--- src/rtl/systolic_feeder.sv ---
// systolic_feeder: streams four operand vectors (A-row0, A-row1, B-col0, B-col1)
// from the operand buffer RAM into the edge ports of a 2x2 PE array.
//
// Ports:
//   clk, rst          clock, synchronous active-high reset
//   go, abort         start pulse (accepted only in IDLE), cancel running job
//   cfg_a_base/b_base base word addresses; row/col 1 sits at base+len
//   cfg_len           words per vector
//   busy, done        job active, one-cycle completion pulse
//   ram_ren/radr      RAM read strobe/address; ram_rdata returns one cycle later
//   a_in0..b_in1      edge data, awe0..bwe1 edge write enables
//   aff0..bff1        edge full flags (backpressure per lane)
module systolic_feeder #(
  parameter int unsigned DW = 16,
  parameter int unsigned AW = 10,
  parameter int unsigned LW = 8
) (
  input  logic          clk,
  input  logic          rst,
  input  logic          go,
  input  logic          abort,
  input  logic [AW-1:0] cfg_a_base,
  input  logic [AW-1:0] cfg_b_base,
  input  logic [LW-1:0] cfg_len,
  output logic          busy,
  output logic          done,
  output logic          ram_ren,
  output logic [AW-1:0] ram_radr,
  input  logic [DW-1:0] ram_rdata,
  output logic [DW-1:0] a_in0,
  output logic [DW-1:0] a_in1,
  output logic [DW-1:0] b_in0,
  output logic [DW-1:0] b_in1,
  output logic          awe0,
  output logic          awe1,
  output logic          bwe0,
  output logic          bwe1,
  input  logic          aff0,
  input  logic          aff1,
  input  logic          bff0,
  input  logic          bff1
);

  localparam logic [1:0] IDLE = 2'd0;
  localparam logic [1:0] RUN  = 2'd1;
  localparam logic [1:0] FIN  = 2'd2;

  logic [1:0]           state_q, state_d;
  logic [AW-1:0]        a_base_q, b_base_q;
  logic [LW-1:0]        len_q;
  logic [3:0][LW-1:0]   idx_q;
  logic [3:0][DW-1:0]   skid_q;
  logic [3:0]           skid_v_q;
  logic [3:0]           infl_q;
  logic                 rd_pend_q;
  logic [1:0]           rd_lane_q;
  logic [1:0]           ptr_q;

  logic [3:0]           ff;
  logic [3:0]           we;
  logic [3:0]           elig;
  logic                 gnt;
  logic [1:0]           gnt_lane;
  logic [1:0]           cand;
  logic [AW-1:0]        lane_base [4];
  logic [AW-1:0]        len_ext;
  logic                 all_done;
  logic                 run_abort;

  // Lane order: 0=a0, 1=a1, 2=b0, 3=b1
  assign ff        = {bff1, bff0, aff1, aff0};
  assign we        = skid_v_q & ~ff;
  assign run_abort = (state_q == RUN) && abort;

  assign len_ext      = AW'(len_q);
  assign lane_base[0] = a_base_q;
  assign lane_base[1] = a_base_q + len_ext;
  assign lane_base[2] = b_base_q;
  assign lane_base[3] = b_base_q + len_ext;

  assign {bwe1, bwe0, awe1, awe0} = we;
  assign a_in0 = skid_q[0];
  assign a_in1 = skid_q[1];
  assign b_in0 = skid_q[2];
  assign b_in1 = skid_q[3];

  assign busy = (state_q == RUN);
  assign done = (state_q == FIN);

  // A lane may issue if its skid will be free by the time the read data returns.
  always_comb begin
    elig     = '0;
    all_done = (infl_q == '0) && (skid_v_q == '0);
    for (int l = 0; l < 4; l++) begin
      elig[l] = (state_q == RUN) && !abort && (idx_q[l] < len_q) && !infl_q[l] &&
                (!skid_v_q[l] || we[l]);
      if (idx_q[l] != len_q) all_done = 1'b0;
    end
  end

  // Round-robin: search begins one past the most recently granted lane.
  always_comb begin
    gnt      = 1'b0;
    gnt_lane = ptr_q;
    cand     = '0;
    for (int k = 1; k <= 4; k++) begin
      cand = ptr_q + 2'(k);
      if (!gnt && elig[cand]) begin
        gnt      = 1'b1;
        gnt_lane = cand;
      end
    end
  end

  assign ram_ren  = gnt;
  assign ram_radr = gnt ? (lane_base[gnt_lane] + AW'(idx_q[gnt_lane])) : '0;

  always_comb begin
    state_d = state_q;
    unique case (state_q)
      IDLE: if (go) state_d = (cfg_len == '0) ? FIN : RUN;
      RUN: begin
        if (abort)         state_d = IDLE;
        else if (all_done) state_d = FIN;
      end
      FIN:     state_d = IDLE;
      default: state_d = IDLE;
    endcase
  end

  always_ff @(posedge clk) begin
    if (rst) begin
      state_q   <= IDLE;
      a_base_q  <= '0;
      b_base_q  <= '0;
      len_q     <= '0;
      idx_q     <= '0;
      skid_q    <= '0;
      skid_v_q  <= '0;
      infl_q    <= '0;
      rd_pend_q <= 1'b0;
      rd_lane_q <= '0;
      ptr_q     <= 2'd3;
    end else begin
      state_q <= state_d;
      if (state_q == IDLE && go) begin
        a_base_q <= cfg_a_base;
        b_base_q <= cfg_b_base;
        len_q    <= cfg_len;
        idx_q    <= '0;
      end
      for (int l = 0; l < 4; l++) begin
        if (we[l]) skid_v_q[l] <= 1'b0;
        if (rd_pend_q && rd_lane_q == 2'(l) && !run_abort) begin
          skid_q[l]   <= ram_rdata;
          skid_v_q[l] <= 1'b1;
          infl_q[l]   <= 1'b0;
        end
        if (gnt && gnt_lane == 2'(l)) begin
          infl_q[l] <= 1'b1;
          idx_q[l]  <= idx_q[l] + 1'b1;
        end
      end
      rd_pend_q <= gnt;
      rd_lane_q <= gnt_lane;
      if (gnt) ptr_q <= gnt_lane;
      // Abort drops buffered words and ignores the read that may still be returning.
      if (run_abort) begin
        skid_v_q  <= '0;
        infl_q    <= '0;
        rd_pend_q <= 1'b0;
      end
    end
  end

endmodule

--- config.mk ---
export PLATFORM = sky130hd
export DESIGN_NAME = systolic_feeder
export DESIGN_NICKNAME = d
export VERILOG_FILES = /design/src/rtl/systolic_feeder.sv
export SDC_FILE = /design/constraint.sdc
export NUM_CORES = 1
export LEC_CHECK = 0
export ABC_AREA = 1
export CORE_ASPECT_RATIO = 1.4
export CORE_UTILIZATION = 54
export CTS_BUF_LIST = sky130_fd_sc_hd__clkbuf_2 sky130_fd_sc_hd__clkbuf_4 sky130_fd_sc_hd__clkbuf_8
export CTS_CLUSTER_SIZE = 12
export DETAILED_ROUTE_END_ITERATION = 16
export PLACE_DENSITY_LB_ADDON = 0.25
export SYNTH_ARGS = -nofsm -noshare
export SYNTH_HDL_FRONTEND = slang
export SYNTH_SLANG_ARGS = --single-unit
--- constraint.sdc ---
create_clock -name clk -period 8.95 [get_ports clk]
set_input_delay 1.3425 -clock clk [delete_from_list [all_inputs] [get_ports clk]]
set_output_delay 1.3425 -clock clk [all_outputs]
set_load 0.02 [all_outputs]
== Word level (Yosys, flattened, before mapping) ==
Cells that the tools add are included.

* Input port bits: 52
* Output and inout port bits: 81
* Word-level logic and storage cells: 180
* Register bits after elaboration: 139

* Eq/ne operators: 14
* Mux-type cells: 52
* Bitwise logic cells: 3
* Reductions and logical operators: 68
* Add/sub/neg operators: 10
* Magnitude comparators: 10

{| class="wikitable"
|+ Operator list
! operator !! count
|-
| 8-bit 2-to-1 mux || 5
|-
| 8-bit by 1-bit adder with 8-bit output, second input constant || 4
|-
| 8-bit < comparator || 4
|-
| 32-bit 2-to-1 mux || 1
|-
| 8-bit != test || 4
|-
| 1-bit logical AND || 31
|-
| 10-bit by 8-bit adder with 10-bit output || 3
|-
| 10-bit 2-to-1 mux || 3
|-
| 1-bit 2-to-1 mux || 28
|-
| 2-bit nonzero test || 12
|-
| 10-bit binary-select mux with 2-bit select || 1
|-
| 8-bit binary-select mux with 2-bit select || 1
|-
| 2-bit 2-to-1 mux || 8
|-
| 2-bit by 3-bit < comparator with 1-bit output, second input constant || 5
|-
| 1-bit logical NOT || 13
|-
| 2-bit == test, second input constant || 5
|-
| 1-bit binary-select mux with 2-bit select || 4
|-
| 4-bit logical NOT || 2
|-
| 8-bit logical NOT || 1
|-
| 2-bit by 1-bit == test with 1-bit output, second input constant || 3
|-
| 2-bit logical NOT || 3
|-
| 2-bit adder, second input constant || 2
|-
| 4-bit bitwise AND || 1
|-
| 1-bit logical OR || 4
|-
| other kinds (9) || 9
|}

== Depth between registers and ports, before layout ==
Gate-level depths: netlist of the first run.

* Word-level depth: 23
* Depth in mapped cells: 38
* Depth with buffers taken out: 37

== Worst setup path after synthesis of the first run ==
OpenSTA, ideal clock, no wires.

* Path kind: input to output
* Start: input port abort
* End: output port ram_radr[9]
* Stages: 31
* Setup slack: 3.088 ns
* Path buffers: 1
* Arrival: 4.520 ns
* Required time: 7.607 ns
* Cells stage by stage: nor2_4 -> nand2_1 -> nor2_1 -> nand3_1 -> nand2_1 -> nand2_1 -> nand2_2 -> nand2_2 -> nand2_1 -> nand2_2 -> nand2_2 -> buf_6 -> nand2_2 -> or2_0 -> o211ai_1 -> inv_1 -> ha_1 -> a21oi_1 -> nand2_1 -> nand2_1 -> inv_1 -> o21a_1 -> nor2_1 -> nor2_1 -> o21ai_0 -> nand2_1 -> nand2_1 -> nand2_1 -> nand3_1 -> nor2_1 -> nor2_1

* Longest elaborated chain between the ends: 23
* Elaborated cells on any way between the ends: 44
* Classes of those cells: add/sub (1); mux (22); bitwise (1); reduce/logical (20)

{| class="wikitable"
|+ Ends and longest elaborated chain
! what !! RTL line !! source
|-
| from (decl) || 21 || <nowiki>input logic abort,</nowiki>
|-
| 1-bit logical NOT * || 95 || <nowiki>elig[l] = (state_q == RUN) && !abort && (idx_q[l] < len_q) && !infl_q[l] &&</nowiki>
|-
| 1-bit logical AND * || 95 ||
|-
| 1-bit logical AND (3 in series) || 95 ||
|-
| 1-bit binary-select mux with 2-bit select || 108 || <nowiki>if (!gnt && elig[cand]) begin</nowiki>
|-
| 1-bit 2-to-1 mux (implied by the code) || 108 ||
|-
| 1-bit 2-to-1 mux || 108 ||
|-
| 1-bit logical NOT || 108 ||
|-
| 1-bit logical AND || 108 ||
|-
| [... 4 more ...] || n/a ||
|-
| 1-bit logical NOT || 108 ||
|-
| 1-bit logical AND || 108 ||
|-
| 2-bit 2-to-1 mux || 108 ||
|-
| 2-bit inverter with 3-bit output (implied by the code) || 116 || <nowiki>assign ram_radr = gnt ? (lane_base[gnt_lane] + AW'(idx_q[gnt_lane])) : '0;</nowiki>
|-
| 10-bit binary-select mux with 2-bit select || 116 ||
|-
| 10-bit 2-to-1 mux (implied by the code) (2 in series) || 116 ||
|-
| 10-bit by 8-bit adder with 10-bit output || 116 ||
|-
| 10-bit 2-to-1 mux * || 116 ||
|-
| to (decl) || 28 || <nowiki>output logic [AW-1:0] ram_radr,</nowiki>
|}

Every way passes the cells marked *; elsewhere a longest branch is shown, timed or not. The select of a mux whose other input is x is not followed.

== Worst setup path after layout of the first run ==
Same ends and word-level chain as after synthesis.

==> results of run 1 <==
state kept, by name, summed over array words and instances, names as in the netlist, 4 cells and up:
| signal | cells |
|---|---|
| b_in0 | 16 |
| idx_q | 32 |
| a_in0 | 16 |
| a_base_q | 10 |
| b_in1 | 16 |
| a_in1 | 16 |
| skid_v_q | 4 |
| len_q | 8 |
| infl_q | 4 |
| b_base_q | 10 |
stage by stage:
step	cell area (um^2)	instances	total power, W
after global placement	9558	1487	0.002986
after detailed placement	9558	1487	0.003005
after CTS	9925	1519	0.003502
after global routing	9925	1519	0.003785
final	9925	1519	0.003515
after floorplan	8158	1202	0.002305
power groups by stage:
stage	Combinational (W)	Clock (W)	Sequential [W]
5_1_grt	0.00247	0.000517	0.000794
6_report	0.00224	0.000486	0.000784
2_1_floorplan	0.00146	0	0.000847
4_1_cts	0.00223	0.000493	0.000783
3_3_place_gp	0.00219	0	0.000794
3_5_place_dp	0.00221	0	0.000797
Yosys cell counts (5+ instances only):
| master | number |
|---|---|
| sky130_fd_sc_hd__nand2_1 | 202 |
| sky130_fd_sc_hd__xor2_1 | 17 |
| sky130_fd_sc_hd__a21oi_1 | 93 |
| sky130_fd_sc_hd__nor3_1 | 12 |
| sky130_fd_sc_hd__nand3_1 | 70 |
| sky130_fd_sc_hd__inv_2 | 5 |
| sky130_fd_sc_hd__nor2_1 | 236 |
| sky130_fd_sc_hd__clkbuf_1 | 30 |
| sky130_fd_sc_hd__nand3b_1 | 9 |
| sky130_fd_sc_hd__nand4_1 | 17 |
| sky130_fd_sc_hd__o21ai_0 | 110 |
| sky130_fd_sc_hd__ha_1 | 60 |
| sky130_fd_sc_hd__nand3_2 | 5 |
| sky130_fd_sc_hd__nand2_2 | 11 |
| sky130_fd_sc_hd__inv_1 | 123 |
| sky130_fd_sc_hd__dfxtp_1 | 139 |
| sky130_fd_sc_hd__or2_2 | 8 |
worst reg2reg max path: stages, from the launching register on:
cell	delay (ns)
sky130_fd_sc_hd__dfxtp_1	0.51
sky130_fd_sc_hd__inv_1	0.24
sky130_fd_sc_hd__ha_1	0.36
sky130_fd_sc_hd__inv_1	0.04
sky130_fd_sc_hd__o21bai_1	0.13
sky130_fd_sc_hd__nand2_1	0.06
sky130_fd_sc_hd__nand2_1	0.05
sky130_fd_sc_hd__nand2_1	0.07
sky130_fd_sc_hd__nand3_1	0.11
sky130_fd_sc_hd__nand3_2	0.12
sky130_fd_sc_hd__nand2_4	0.16
sky130_fd_sc_hd__nand4_1	0.11
sky130_fd_sc_hd__nor2_2	0.49
sky130_fd_sc_hd__nor2_4	0.10
sky130_fd_sc_hd__nand2_1	0.38
sky130_fd_sc_hd__nand3_1	0.19
sky130_fd_sc_hd__a21oi_1	0.19
final cells by class:
class | count | area (um^2)
Sequential cell | 139 | 2783
Timing Repair Buffer | 135 | 1344
Tap cell | 189 | 236.5
Clock buffer | 18 | 241.5
Multi-Input combinational cell | 893 | 4696
Clock inverter | 14 | 125.1
Inverter | 131 | 499.2
Fill cell | 1333 | 4715
routing by layer:
metal | vias up | GRT usage (%)
li1 | 4145 | -
met1 | 3740 | 36.20
met2 | 299 | 53.14
met3 | 55 | 4.101
met4 | 0 | 13.06
met5 | - | 0
kinds of logic after synthesis:
logic type / share of synthesized area (%)
xor gates and xnor gates: 2.255
DFF: 34.11
buffers and inverters: 8.359
AOI/OAI and AO/OA: 13.99
adders and majority gates: 9.939
and+or+nand+nor: 31.35
worst max-delay path by stage:
stage | from | to | slack, ns
after floorplan | abort | ram_radr[9] | 3.09
after global placement | abort | ram_radr[9] | 1.69
after detailed placement | abort | ram_radr[9] | 1.56
after CTS | abort | ram_radr[9] | 1.52
after global routing | abort | ram_radr[9] | 1.05
final | abort | ram_radr[9] | 1.46
==> results by group, run 1 <==
Synthesis
  – Yosys synthesis warning count: 0
  – Post-synth net total: about 1300
  – Number of register bits inferred by synthesis: 139
  – Distinct cell type count of the synthesized netlist: 40
  – Cell taking the most area after synthesis: sky130_fd_sc_hd__dfxtp_1
  – Cell area after synthesis: between 0.008 and 0.009 mm^2
  – Top cells by area in the synthesized netlist: sky130_fd_sc_hd__dfxtp_1, sky130_fd_sc_hd__nor2_1, sky130_fd_sc_hd__nand2_1, sky130_fd_sc_hd__ha_1, sky130_fd_sc_hd__o21ai_0
  – Post-synth top area share: between 30% and 40%
  – Sequential element share of the synthesized area: 34.11%
  – Post-Synthesis Cells: between 1000 and 1500
  – FFs w/ async S/R, synth: 0%
  – Number of enable-type register cells in the synthesized netlist: 0
  – Mean cell area of the mapped netlist: ~6.8 um^2
  – Most frequently used flop master after synthesis: sky130_fd_sc_hd__dfxtp_1

Worst setup path
  – Maximum fanout along the worst path: 17
  – Crit-path slowest cell: sky130_fd_sc_hd__clkdlybuf4s50_1
  – Worst stage delay on the critical path: between 0.6 and 0.7 ns
  – Critical Path End Type: output port
  – Count of cells along the worst register-to-register path: 16
  – Setup Crit Path Kind: in2out
  – Crit path DAT: just over 6 ns
  – Most frequent CP cell: sky130_fd_sc_hd__nand2_1
  – Stages on worst setup path: 31
  – Worst r2r dst: idx_q[11]$_SDFFE_PP0P_
  – Reg-to-reg critical path startpoint: len_q[1]$_SDFFE_PP0P_
  – Worst endpoint required time: around 7.6 ns
  – Kind of start point of the critical path: primary input
  – Crit path buf inv count: 4
  – Top delay family on crit path: simple AND/OR/NAND/NOR gates
  – Minimum setup slack among reg-to-reg paths: ~5.5 ns

Detailed routing
  – Routed len/inst: 15.25 um
  – Met2 wire length: 11420 um
  – Highest metal layer with signal wires: met4
  – Routed met1 length: 9632 um
  – Wire length on met3: approximately 1300 um
  – Post-detailed-routing wire length: ~23000 um
  – Number of vias per cell after detailed routing: approximately 5.4
  – Count of routing violations after the opening detailed-route iteration: around 580
  – Vias post-DR: between 8000 and 9000
  – Remaining design rule violation count: 0
  – 1st-pass router iterations: 5
  – Routed Antenna Nets: 0

Power
  – Share of total power consumed by net switching: 49.85%
  – Leakage: ~4.3 nW
  – Combinational share of power: between 60% and 70%
  – Maximum ir drop on the vdd rail: between 700 and 800 uV
  – Sw Pwr: approximately 0.0018 W
  – Internal Dissipation: between 0.0015 and 0.002 W
  – Pwr dens: 354.1 mW/mm^2
  – Part of the power in registers: around 22%
  – Clock network fraction of total power: about 14%

GRT
  – Global Route Usage Sum: a little under a third
  – Via count of the first global-routing pass: around 7500
  – Sum of overflow across all layers after global routing: 0
  – Pin count of the biggest net entering global routing: 100
  – First-pass GRT wire length: between 30000 and 40000 um
  – Number of antenna violations at the first check in global routing: 0

Timing
  – Post-layout min period: between 7 and 8 ns
  – Least setup slack across all paths after layout: roughly 1.5 ns
  – Measured slew at the worst slew-check pin: approximately 0.85 ns
  – Final count of hold timing violations: 0
  – Max-slew violations: 0
  – Top achievable clock speed: between 100 and 150 MHz
  – Worst hold-check slack: 0.4833 ns
  – Slew HR: a little over two fifths
  – Unrepaired setup endpoints after global routing: false
  – Count of endpoints failing setup in the final report: 0
  – Final cycle utilization of the critical path: 83.67%
  – Final clock skew: roughly 0.012 ns
  – Total Negative Setup Slacks: 0 ns

Cells and area
  – Most common cell after layout, fill and taps aside: sky130_fd_sc_hd__nor2_1
  – Share of layout cells above drive strength 1: roughly 5.9%
  – Most frequent cells in the layout: sky130_fd_sc_hd__nor2_1, sky130_fd_sc_hd__nand2_1, sky130_fd_sc_hd__dfxtp_1
  – Ant. Diodes: 0
  – Post-layout utilization of the core: about two thirds
  – Final-stage net count: around 1400
  – Area added between synthesis and finish: 21.66%

CTS
  – H-Tree Depth: 4
  – Root Buffer Master: sky130_fd_sc_hd__clkbuf_8
  – Maximum count of clock buffers along a single path: 2
  – PostCTS Resize Cnt: 0
  – Clock transition time at the flip-flop clock pins of the worst setup and hold paths: 0.08 ns
  – Post-CTS repair timing setup buffer count: 0
  – Number of clock sinks: roughly 140
  – Count of hold buffers inserted by post-cts repair: 0
  – Clock tree from TritonCTS: done
  – Number of buffers created by CTS: 17
  – Clock network latency to the later pin of the worst-skew pair: approximately 0.44 ns

Floorplanning
  – Core area: ~0.015 mm^2
  – Floorplan die width: roughly 110 um
  – Row cnt: 52
  – I/O pin cnt: about 130
  – Effective utilization at floorplan: between 50 and 60%
  – Die ar.: around 0.016 mm^2
  – Floorplan die height: 147.4 um

Place
  – Post-detailed-placement half-perimeter wirelength: ~17000 um
  – Number of port buffers: roughly 130
  – Pre-CTS setup slack: around 1.6 ns
  – Weighted congestion reported at the end of routability-driven placement: ~0.94

Min path
  – HP Start: a_in0[5]$_SDFFE_PP0P_
  – Worst hold path endpoint: a_in0[5]$_SDFFE_PP0P_
  – Kind of path behind the tightest hold check: reg2reg
  – WHS Path Cells: 2

Status
  – Outcome: finished clean

Flow run
  – Max-Cap Viols: 0
Note: power is estimated with default switching activity, not from simulation.
==> run 2: changes to the inputs <==
- CORE_UTILIZATION: 54 -> 50
- clock period: 8.95 -> 6.4 ns (I/O delays scaled with it)
==> run 2 against run 1 <==
  * Global-route usage fell by 2.3 points
  * First-iteration DRC count fell by 6.6%
  * Via count fell by 0.45%
  * Routed wire length fell by 2.3%
  * Non-clock buffer count rose by 7
  * Sequential share of layout area fell by 0.21 points
  * Register-to-register slack got worse by 2.3 ns
  * Hold slack improved by 0.0017 ns
  * Clock power rose by 40%
  * Die area rose by 7.9%
  * Cell count rose by 0.92%
  * Sequential power rose by 40%
  * Largest power group unchanged
==> results by group, run 2 (same netlist as run 1, synthesis figures left out) <==
Flow run
  – Max-Cap Viols: 0

Timing
  – Final cycle utilization of the critical path: roughly 90%
  – Slew HR: a little over half
  – Least setup slack across all paths after layout: between 0.5 and 0.6 ns
  – Unrepaired setup endpoints after global routing: true
  – Top achievable clock speed: approximately 170 MHz
  – Max-slew violations: 0
  – Post-layout min period: just under 6 ns
  – Measured slew at the worst slew-check pin: around 0.7 ns
  – Final clock skew: 0.01389 ns
  – Worst hold-check slack: 0.4850 ns
  – Final count of hold timing violations: 0
  – Count of endpoints failing setup in the final report: 0

Detailed routing
  – Post-detailed-routing wire length: roughly 23000 um
  – 1st-pass router iterations: 5
  – Vias post-DR: roughly 8200
  – Remaining design rule violation count: 0
  – Routed len/inst: between 10 and 15 um
  – Routed Antenna Nets: 0
  – Number of vias per cell after detailed routing: roughly 5.4
  – Count of routing violations after the opening detailed-route iteration: 540

CTS
  – Post-CTS repair timing setup buffer count: 0
  – Clock transition time at the flip-flop clock pins of the worst setup and hold paths: approximately 0.08 ns
  – Count of hold buffers inserted by post-cts repair: 0
  – PostCTS Resize Cnt: 0
  – Clock tree from TritonCTS: done
  – H-Tree Depth: 4
  – Number of buffers created by CTS: 17
  – Root Buffer Master: sky130_fd_sc_hd__clkbuf_8
  – Maximum count of clock buffers along a single path: 2
  – Clock network latency to the later pin of the worst-skew pair: 0.47 ns
  – Number of clock sinks: roughly 140

Worst setup path
  – Crit path DAT: around 4.9 ns
  – Crit-path slowest cell: sky130_fd_sc_hd__clkdlybuf4s50_1
  – Worst endpoint required time: approximately 5.4 ns
  – Most frequent CP cell: sky130_fd_sc_hd__nand2_1
  – Top delay family on crit path: simple AND/OR/NAND/NOR gates
  – Crit path buf inv count: 4
  – Kind of start point of the critical path: primary input
  – Setup Crit Path Kind: in2out
  – Worst stage delay on the critical path: ~0.46 ns
  – Maximum fanout along the worst path: 12
  – Critical Path End Type: output port

Status
  – Outcome: finished clean

GRT
  – First-pass GRT wire length: between 30000 and 40000 um
  – Global Route Usage Sum: 27.80%
  – Number of antenna violations at the first check in global routing: 0
  – Pin count of the biggest net entering global routing: between 60 and 70
  – Sum of overflow across all layers after global routing: 0
  – Via count of the first global-routing pass: roughly 7600

Place
  – Weighted congestion reported at the end of routability-driven placement: 0.9321
  – Number of port buffers: between 100 and 150
  – Post-detailed-placement half-perimeter wirelength: 17400 um
  – Post-Place Cells: about 1500
  – Pre-CTS setup slack: between 0.1 and 0.15 ns

Floorplanning
  – Row cnt: between 50 and 60
  – I/O pin cnt: about 130
  – Die ar.: around 0.017 mm^2
  – Effective utilization at floorplan: 51.82%
  – Core area: approximately 0.016 mm^2
  – Floorplan die width: 110.0 um
  – Floorplan die height: 153.1 um

Power
  – Pwr dens: roughly 500 mW/mm^2
  – Leakage: roughly 4.4 nW
  – Maximum ir drop on the vdd rail: 1202 uV

Cells and area
  – Register with the highest flop count: idx_q
  – Footprint of the multi-input gates: roughly 0.0047 mm^2
  – Filler-free cell count of the finished design: 1533
  – Most common cell after layout, fill and taps aside: sky130_fd_sc_hd__nor2_1
  – Final-stage net count: roughly 1400
  – Share of layout cells above drive strength 1: under 10%
  – Area added between synthesis and finish: 22.64%
  – Max FFs per register: 32
  – Reg area: 0.002784 mm^2
  – Ant. Diodes: 0
  – Most frequent cells in the layout: sky130_fd_sc_hd__nor2_1, sky130_fd_sc_hd__nand2_1, sky130_fd_sc_hd__dfxtp_1
  – Layout filler cell count: approximately 1500

Min path
  – Kind of path behind the tightest hold check: reg2reg
[run 2: metrics by stage]
step	instance area (um^2)	total power, W	TNS [ns]	util, %
6_report	10000	0.004941	0	63.55
5_1_grt	10000	0.005343	-0.01427	63.55
4_1_cts	9996	0.004984	0	63.50
3_5_place_dp	9619	0.004281	0	61.10
3_3_place_gp	9619	0.004249	0	61.10
2_1_floorplan	8158	0.003223	0	-
[run 2: power breakdown]
group / internal [W] / total [W] / switching, W
registers: 0.000995 / 0.00110 / 0.0000998
logic: 0.00122 / 0.00317 / 0.00195
clock network: 0.000291 / 0.000681 / 0.000389
total: 0.00250 / 0.00494 / 0.00244
[run 2: path summary, 6_finish.rpt]
kind / startpoint / endpoint / cells after the start / slack, ns
setup / recovery: abort / ram_radr[9] / 32 / 0.53
setup reg to reg: len_q[4]$_SDFFE_PP0P_ / idx_q[8]$_SDFFE_PP0P_ / 15 / 3.21
hold reg to reg: b_in1[6]$_SDFFE_PP0P_ / b_in1[6]$_SDFFE_PP0P_ / 2 / 0.49
hold / removal: b_in1[6]$_SDFFE_PP0P_ / b_in1[6]$_SDFFE_PP0P_ / 2 / 0.49
[run 2: layout make-up]
type	instances	area share, %
repair buffers	142	14.01
multi-input cells	893	46.96
well taps	196	2.451
flip-flops and latches	139	27.83
clock inverters	14	1.288
inverters	131	4.990
clock buffers	18	2.476
[run 2: metal layers]
layer	track usage, %	wire length (um)
met4	14.41	913
met1	32.30	9436
met2	47.83	10970
met5	0	0
met3	4.691	1325
[run 2: tightest hold or removal path: stages (launching register included)]
cell                      delay (ns)
sky130_fd_sc_hd__dfxtp_1        0.33
sky130_fd_sc_hd__nor2_1         0.04
sky130_fd_sc_hd__nor2_1         0.08
==> run 3: changes to the inputs <==
- GPL_TIMING_DRIVEN: not set -> 0
==> run 3 against run 2 <==
  * Count of clock-buffer cells in the layout stayed put
  * Non-clock buffer count is 32 higher
  * Core utilization is 0.98 points higher
  * Clock power is 2% higher
  * Total power is 3.2% higher
  * Cell area is 1.5% higher
  * Die area stayed put
  * Via count is 2.0% higher
  * Sequential share of layout area is 0.42 points lower
  * Combinational power is 4% higher
  * Global-route usage is 1.3 points higher
  * Critical endpoint is now ram_radr[5]
  * Routed wire length is 5.9% higher
==> results by group, run 3 (same netlist as run 1, synthesis figures left out) <==
Timing
  – Top achievable clock speed: around 160 MHz
  – Max-slew violations: 0
  – Final clock skew: around 0.013 ns
  – Unrepaired setup endpoints after global routing: true
  – Post-layout min period: ~6.1 ns
  – Final count of hold timing violations: 0
  – Worst hold-check slack: approximately 0.48 ns
  – Total Negative Setup Slacks: 0 ns
  – Measured slew at the worst slew-check pin: about 0.75 ns
  – Count of endpoints failing setup in the final report: 0
  – Slew HR: between 40% and 50%
  – Final cycle utilization of the critical path: a little over nine tenths
  – Least setup slack across all paths after layout: approximately 0.28 ns

Power
  – Sw Pwr: ~0.0025 W
  – Internal Dissipation: approximately 0.0026 W
  – Maximum ir drop on the vdd rail: roughly 1100 uV
  – Combinational share of power: 64.9%
  – Leakage: 4.418 nW
  – Clock network fraction of total power: 13.7%
  – Share of total power consumed by net switching: about half
  – Pwr dens: between 500 and 600 mW/mm^2
  – Part of the power in registers: around a fifth

CTS
  – Number of clock sinks: approximately 140
  – Number of buffers created by CTS: 17
  – Root Buffer Master: sky130_fd_sc_hd__clkbuf_8
  – Maximum count of clock buffers along a single path: 2
  – Clock tree from TritonCTS: done
  – Clock transition time at the flip-flop clock pins of the worst setup and hold paths: 0.08 ns
  – H-Tree Depth: 4
  – Count of hold buffers inserted by post-cts repair: 0
  – Clock network latency to the later pin of the worst-skew pair: 0.48 ns

Cells and area
  – Area added between synthesis and finish: 24.52%
  – Register with the highest flop count: idx_q
  – Ant. Diodes: 0
  – Post-route cell area: 0.01016 mm^2
  – Most frequent cells in the layout: sky130_fd_sc_hd__nor2_1, sky130_fd_sc_hd__nand2_1, sky130_fd_sc_hd__dfxtp_1
  – Footprint of the multi-input gates: between 0.004 and 0.005 mm^2
  – Most common cell after layout, fill and taps aside: sky130_fd_sc_hd__nor2_1
  – Layout filler cell count: ~1500
  – Share of layout cells above drive strength 1: 7.159%
  – Reg area: between 0.002 and 0.003 mm^2
  – Filler-free cell count of the finished design: around 1600
  – Max FFs per register: 32
  – Final-stage net count: 1471

Worst setup path
  – Crit-path slowest cell: sky130_fd_sc_hd__clkdlybuf4s50_1
  – Top delay family on crit path: simple AND/OR/NAND/NOR gates
  – Maximum fanout along the worst path: 8
  – Most frequent CP cell: sky130_fd_sc_hd__nand2_1
  – Crit path DAT: about 5.2 ns
  – Worst endpoint required time: ~5.4 ns
  – Worst stage delay on the critical path: 0.63 ns
  – Critical Path End Type: output port
  – Kind of start point of the critical path: primary input
  – Crit path buf inv count: 4
  – Setup Crit Path Kind: in2out

Floorplanning
  – I/O pin cnt: 133
  – Core area: 0.01574 mm^2
  – Floorplan die height: about 150 um
  – Die ar.: between 0.015 and 0.02 mm^2
  – Effective utilization at floorplan: 51.82%
  – Floorplan die width: between 100 and 150 um
  – Row cnt: 54

Min path
  – Kind of path behind the tightest hold check: reg2reg

Detailed routing
  – Number of vias per cell after detailed routing: roughly 5.3
  – Count of routing violations after the opening detailed-route iteration: 602
  – Post-detailed-routing wire length: between 20000 and 25000 um
  – Vias post-DR: between 8000 and 9000
  – 1st-pass router iterations: 5
  – Remaining design rule violation count: 0
  – Routed len/inst: around 15 um
  – Routed Antenna Nets: 0

Place
  – Pre-CTS setup slack: -0.2429 ns
  – Post-Place Cells: 1529
  – Number of port buffers: 131
  – Post-detailed-placement half-perimeter wirelength: between 15000 and 20000 um
  – Placement Cell Area: approximately 0.0097 mm^2
  – Weighted congestion reported at the end of routability-driven placement: roughly 0.93

GRT
  – First-pass GRT wire length: about 38000 um
  – Pin count of the biggest net entering global routing: 17
  – Via count of the first global-routing pass: 7650
  – Number of antenna violations at the first check in global routing: 0
  – Global Route Usage Sum: between 20 and 30%
  – Sum of overflow across all layers after global routing: 0

Flow run
  – Max-Cap Viols: 0

Status
  – Outcome: finished clean
-- run 3: changes by cell type in the layout (fill, tap and decap cells not counted), sizes merged --
cell | before | now
inv | 137 | 139
dlymetal6s2s | 4 | 1
dlygate4sd2 | 0 | 1
buf | 10 | 14
clkinv | 5 | 3
clkbuf | 19 | 49
-- run 3: area by class of cell --
class                   count  area share [%]
multi-input cells         893           46.59
well taps                 196           2.414
clock inverters            14           1.244
flip-flops and latches    139           27.40
plain buffers              39           1.848
inverters                 131           4.939
clock buffers              18           2.439
repair buffers            135           13.12
-- run 3: worst paths after layout --
check | from | endpoint | slack (ns) | cells past startpoint
setup / recovery | abort | ram_radr[5] | 0.28 | 27
hold / removal | infl_q[1]$_SDFFE_PP0P_ | infl_q[1]$_SDFFE_PP0P_ | 0.48 | 2
setup reg to reg | len_q[7]$_SDFFE_PP0P_ | idx_q[8]$_SDFFE_PP0P_ | 3.42 | 16
hold reg to reg | infl_q[1]$_SDFFE_PP0P_ | infl_q[1]$_SDFFE_PP0P_ | 0.48 | 2
-- run 3: routing by layer --
layer	track usage (%)	vias up	routed length [um]
met5	0	-	0
met4	14.54	0	962
met3	4.819	64	1539
met2	51.58	320	11780
met1	32.86	3749	9696
li1	-	4232	-
-- run 3: what timing repair did --
item	CTS	global route
resized for setup	7	18
buffers inserted	0	4
pin swaps	0	3
endpoints found under the hold margin	0	0
setup endpoints to repair	4	6
-- run 3: worst min-delay path: cells and delay by family, from the launching register on --
family	cells	cell delay [ns]
AO/OA/AOI/OAI	1	0.05
flip-flops	1	0.33
AND/OR/NAND/NOR	1	0.06
-- run 3: power by group through the flow --
stage | sequential (W) | clock (W) | combinational [W]
4_1_cts | 0.00109 | 0.000702 | 0.00321
3_3_place_gp | 0.00110 | 0 | 0.00319
2_1_floorplan | 0.00118 | 0 | 0.00204
3_5_place_dp | 0.00111 | 0 | 0.00321
6_report | 0.00109 | 0.000697 | 0.00331
5_1_grt | 0.00111 | 0.000739 | 0.00365
-- run 3: stage by stage --
stage | util, % | total power (W)
2_1_floorplan | - | 0.003223
3_3_place_gp | 61.71 | 0.004295
3_5_place_dp | 61.71 | 0.004317
4_1_cts | 64.14 | 0.005004
5_1_grt | 64.53 | 0.005496
6_report | 64.53 | 0.005097
